$ cat config.mk
export PLATFORM = sky130hd
export DESIGN_NAME = ara_xlat_client
export DESIGN_NICKNAME = d
export VERILOG_FILES = /design/src/rtl/ara_xlat_client.sv
export SDC_FILE = /design/constraint.sdc
export NUM_CORES = 1
export LEC_CHECK = 0
export BUFFER_PORTS_ARGS = -buffer_cell sky130_fd_sc_hd__clkbuf_2
export CORE_AREA = 3 3 246 248
export DETAILED_ROUTE_END_ITERATION = 12
export DIE_AREA = 0 0 249 251
export HOLD_SLACK_MARGIN = 0.05
export PLACE_DENSITY_LB_ADDON = 0.15
export SLEW_MARGIN = 10
export SYNTH_ARGS = -nofsm -noshare
export SYNTH_HDL_FRONTEND = slang
export SYNTH_SLANG_ARGS = --single-unit
$ cat constraint.sdc
create_clock -name clk_i -period 4 [get_ports clk_i]
set_clock_uncertainty 0.05 [all_clocks]
set_input_delay 0.6 -clock clk_i [delete_from_list [all_inputs] [get_ports clk_i]]
set_output_delay 0.6 -clock clk_i [all_outputs]
set_load 0.01 [all_outputs]
$ cat src/rtl/ara_xlat_client.sv
// ara_xlat_client: VLSU address translation client with local alignment check and a one-entry 4 KiB page cache.
// exception_t is packed as {cause[63:0], tval[63:0], valid} (129 bits), valid in bit 0.
module ara_xlat_client #(
  parameter int unsigned VLEN = 64,
  parameter int unsigned PLEN = 56
) (
  input  logic             clk_i,
  input  logic             rst_i,
  input  logic             flush_i,
  input  logic             req_valid_i,
  output logic             req_ready_o,
  input  logic [VLEN-1:0]  req_vaddr_i,
  input  logic             req_is_store_i,
  input  logic [1:0]       req_size_i,
  output logic             rsp_valid_o,
  input  logic             rsp_ready_i,
  output logic [PLEN-1:0]  rsp_paddr_o,
  output logic [128:0]     rsp_exception_o,
  output logic             mmu_req_o,
  output logic [VLEN-1:0]  mmu_vaddr_o,
  output logic             mmu_is_store_o,
  output logic [128:0]     mmu_misaligned_ex_o,
  input  logic             mmu_valid_i,
  input  logic [PLEN-1:0]  mmu_paddr_i,
  input  logic [128:0]     mmu_exception_i
);
  typedef enum logic [1:0] {IDLE, MMU_WAIT, RESP} state_e;
  state_e state_q, state_d;
  logic [VLEN-1:0] vaddr_q;
  logic is_store_q, valid_q, st_ok_q, kill_q;
  logic [PLEN-1:0] paddr_q;
  logic [128:0] ex_q;
  logic [VLEN-13:0] tag_q;
  logic [PLEN-13:0] ppn_q;
  logic [2:0] mask;
  logic misaligned, hit, accept, done, fill;
  always_comb begin
    mask = {req_size_i == 2'd3, req_size_i[1], |req_size_i};
    misaligned = |(req_vaddr_i[2:0] & mask);
    hit = valid_q && !flush_i && tag_q == req_vaddr_i[VLEN-1:12] && (st_ok_q || !req_is_store_i);
    accept = state_q == IDLE && req_valid_i;
    done = state_q == MMU_WAIT && mmu_valid_i;
    fill = done && !mmu_exception_i[0] && !kill_q && !flush_i;
    req_ready_o = state_q == IDLE;
    rsp_valid_o = state_q == RESP;
    mmu_req_o = state_q == MMU_WAIT;
    state_d = state_q;
    if (accept) state_d = (misaligned || hit) ? RESP : MMU_WAIT;
    if (done) state_d = RESP;
    if (rsp_valid_o && rsp_ready_i) state_d = IDLE;
  end
  assign rsp_paddr_o = paddr_q;
  assign rsp_exception_o = ex_q;
  assign mmu_vaddr_o = vaddr_q;
  assign mmu_is_store_o = is_store_q;
  assign mmu_misaligned_ex_o = '0;
  always_ff @(posedge clk_i) state_q <= rst_i ? IDLE : state_d;
  always_ff @(posedge clk_i) begin
    if (rst_i) begin
      vaddr_q <= '0;
      is_store_q <= 1'b0;
      paddr_q <= '0;
      ex_q <= '0;
      tag_q <= '0;
      ppn_q <= '0;
      valid_q <= 1'b0;
      st_ok_q <= 1'b0;
      kill_q <= 1'b0;
    end else begin
      if (accept) begin
        vaddr_q <= req_vaddr_i;
        is_store_q <= req_is_store_i;
        if (misaligned) begin
          paddr_q <= '0;
          ex_q <= {64'(req_is_store_i ? 3'd6 : 3'd4), 64'(req_vaddr_i), 1'b1};
        end else if (hit) begin
          paddr_q <= {ppn_q, req_vaddr_i[11:0]};
          ex_q <= '0;
        end
      end
      if (done) begin
        paddr_q <= mmu_paddr_i;
        ex_q <= mmu_exception_i;
      end
      // store permission accumulates only while the same page stays cached
      if (fill) begin
        tag_q <= vaddr_q[VLEN-1:12];
        ppn_q <= mmu_paddr_i[PLEN-1:12];
        st_ok_q <= is_store_q | (valid_q && st_ok_q && tag_q == vaddr_q[VLEN-1:12]);
      end
      valid_q <= !flush_i && (valid_q || fill);
      kill_q <= state_d == MMU_WAIT && (kill_q || (state_q == MMU_WAIT && flush_i));
    end
  end
endmodule

==> results.toml <==
[placed_design]
dp.cells = 3135
place.detailed.hpwl_mm = 45.18
dpl_worst_slack_ns = 0.6482
place.port_buffers = 510
gp_routability_congestion = 0.8478
postPlaceCellArea_sq_mm = 0.01935

[hold_path]
worstHoldPathType = "in2reg"
min_from = "mmu_exception_i[128]"

[global_route]
grt_max_degree = 168
antenna_found_initial = 4
grt_use_total = 0.1908
number_of_global_route_vias_before_repair = 14271
globalRouteOverflowTotal = 0
grt_first_pass_wirelength_mm = 92.38

[clocking]
cts_tree = "done"
worst_setup_hold_path_clk_slew_ns = 0.06
numClockSinks = 351
cts_max_path_buffers = 3
cts-hold-fix-buffers = 0
cts_inserted_buffers = 45
ctsHtreeMaxLevel = 2
cts-root-buf = "sky130_fd_sc_hd__clkbuf_16"
cts_post_setup_buffers_inserted = 0
total_of_cells_resized_after_clock_tree_synthesis = 0
insertion_delay_ns = 0.56

[synth]
netlist.area_leader.share = 0.4256
synth_cell_count_leaders = "sky130_fd_sc_hd__nand2_1, sky130_fd_sc_hd__dfxtp_1, sky130_fd_sc_hd__a21oi_1"
synth.avg_cell_area_sq_um = 8.368
yosysTopAreaCell = "sky130_fd_sc_hd__dfxtp_1"
synth_enable_flop_cells = 0
netlist_instances = 1973
most_common_cell_in_the_synthesized_netlist = "sky130_fd_sc_hd__nand2_1"
synthTopCellsByArea = "sky130_fd_sc_hd__dfxtp_1, sky130_fd_sc_hd__nand2_1, sky130_fd_sc_hd__a21oi_1"
seq_area_frac_synth = 0.4256
synth_warnings = 0
synthFlopType = "sky130_fd_sc_hd__dfxtp_1"
post_synth_instance_area_sq_mm = 0.01651
ys_types = 44
async_flop_share = 0
yosys_register_bits = 351

[timing]
portion_of_the_clock_cycle_consumed_by_the_worst_path_in_the_final_layout = 0.7780
max_transition_viols_final = 0
worst_slew_margin_rel = 0.1944
final_period_minus_worst_setup_slack_ns = 3.112
grt_setup_unrepaired = "no"
finalSetupViolCount = 0
timing.setup.tns_ns = 0
worst_slack_ns = 0.8880
worstMarginPinSlew_ns = 1.196
fmax_mhz = 321.3
hold_viol_final = 0

[cells_and_area]
register_area_sq_mm = 0.007027
multi_input_area_sq_mm = 0.008419
num-nets-final = 2667
finish.cell_count_without_fillers = 3215
post_route_cells_drive_above_1_share = 0.2998
fillerInstances = 6170
finalCoreUtilization = 0.3542
diodes = 0
final_cell_area_sq_mm = 0.02079
flow.area_growth_from_synthesis_pct = 25.90

[routing]
drtAntennaViolNets = 0
vias = 14730
wl_per_cell_um = 19.67
drc_errors = 0
detail_route.wirelength_mm = 63.23
drt_first_iter_violations = 911
vias_per_cell = 4.582
drt_first_pass_iters = 5

[power_and_ir_drop]
pwr_density_cell_mw_per_mm2 = 443.2
leakage_power_nw = 9.230
irDropWorstVdd_uv = 267.5

[run_status]
status = "complete, no violations"

[critical_path]
crit_path_top_delay_cell = "sky130_fd_sc_hd__or3b_4"
critical_path.startpoint_type = "register"
critPathKind = "reg2reg"
cp-end-kind = "register"
critPathMaxFanout = 81
setup.worst_path.start = "state_q[0]"
crit_path_cell_trace = "or3b_4, nor3_1, nand4_1, nor4_2, a21oi_4, buf_12, mux2_1"
cp.required_ns = 4.38
worst_r2r_startpoint = "state_q[0]"
arrival_ns = 3.49
critical-path-max-stage-delay_ns = 0.55

[floorplan]
fp.dieW_um = 249
fp.coreArea_sq_mm = 0.05869
die_area_sq_mm = 0.06250
io-pin-count = 640
initial_core_utilization = 0.2813
rows = 89
fp.dieH_um = 251

[run]
max_cap_viol_count = 0
==> area by class of cell <==
class | count | area share
Sequential cell | 351 | 0.3380
Clock buffer | 66 | 0.06332
Clock inverter | 14 | 0.005839
Tap cell | 773 | 0.04653
Inverter | 14 | 0.002528
Multi-Input combinational cell | 1461 | 0.4050
Timing Repair Buffer | 536 | 0.1387
==> metrics by stage <==
step	power (W)	hold slack, ns
after global placement	0.005314	0.3919
after global routing	0.009634	0.1667
final	0.009213	0.2056
after CTS	0.009379	0.1507
after floorplan	0.004754	0.3866
after detailed placement	0.005332	0.3967
==> worst paths after layout <==
path                           to  depth (start not counted)  slack [ns]
max               rsp_paddr_o[51]                          7        0.89
min          rsp_exception_o[128]                          2        0.21
max reg2reg       rsp_paddr_o[51]                          7        0.89
min reg2reg              ppn_q[9]                          2        0.40
==> report_power, final <==
group          leakage [nW]  switching [W]  internal [W]
clock                 0.702        0.00163       0.00234
combinational          5.68       0.000922      0.000532
sequential             2.85       0.000123       0.00366
total                  9.23        0.00268       0.00653
==> cell usage in the layout, fill, tap and decap left out, types with 36 or more instances in the layout <==
master                      Yosys  layout
sky130_fd_sc_hd__nand2_1      446     445
sky130_fd_sc_hd__a22o_1        63      63
sky130_fd_sc_hd__clkbuf_2       0     509
sky130_fd_sc_hd__nand3_1      118     118
sky130_fd_sc_hd__conb_1         1     129
sky130_fd_sc_hd__clkbuf_16      0      46
sky130_fd_sc_hd__mux2_4        36      36
sky130_fd_sc_hd__nor2b_1      125     125
sky130_fd_sc_hd__a21oi_1      286     286
sky130_fd_sc_hd__dfxtp_1      351     351
sky130_fd_sc_hd__mux2_2        79      79
sky130_fd_sc_hd__xor2_1        72      72
==> per-layer routing <==
metal  up-vias  global-route usage  wire (um)
met5         -                   0         34
met4         4             0.05219       1617
met3        85             0.05328       4368
met2       462              0.3167      30290
met1      6955              0.2436      26920
li1       7224                   -          -
==> state kept, by name, indices dropped and copies added (netlist names) <==
register / count
ppn_q: 44
rsp_paddr_o: 56
tag_q: 52
rsp_exception_o: 129
valid_q: 1
state_q: 2
mmu_is_store_o: 1
kill_q: 1
st_ok_q: 1
mmu_vaddr_o: 64
==> cell families (layout without fill, tap and decap cells) <==
kind of cell,after synthesis,in the layout,synth area share
and+or+nand+nor,745,745,0.2059
AOI/OAI and AO/OA,372,372,0.1299
DFF,351,351,0.4256
buffers and inverters,289,630,0.09776
muxes,123,123,0.09178
xor gates and xnor gates,92,92,0.04881
other,1,129,0.0002271
==> critical path, delay by kind of cell (launching register included) <==
family          cells  cell delay, ns
simple gates        4            1.61
flops               1            0.41
mux                 1            0.40
buf+inv             1            0.30
compound gates      1            0.12
Power figures use the tool's default switching activity.
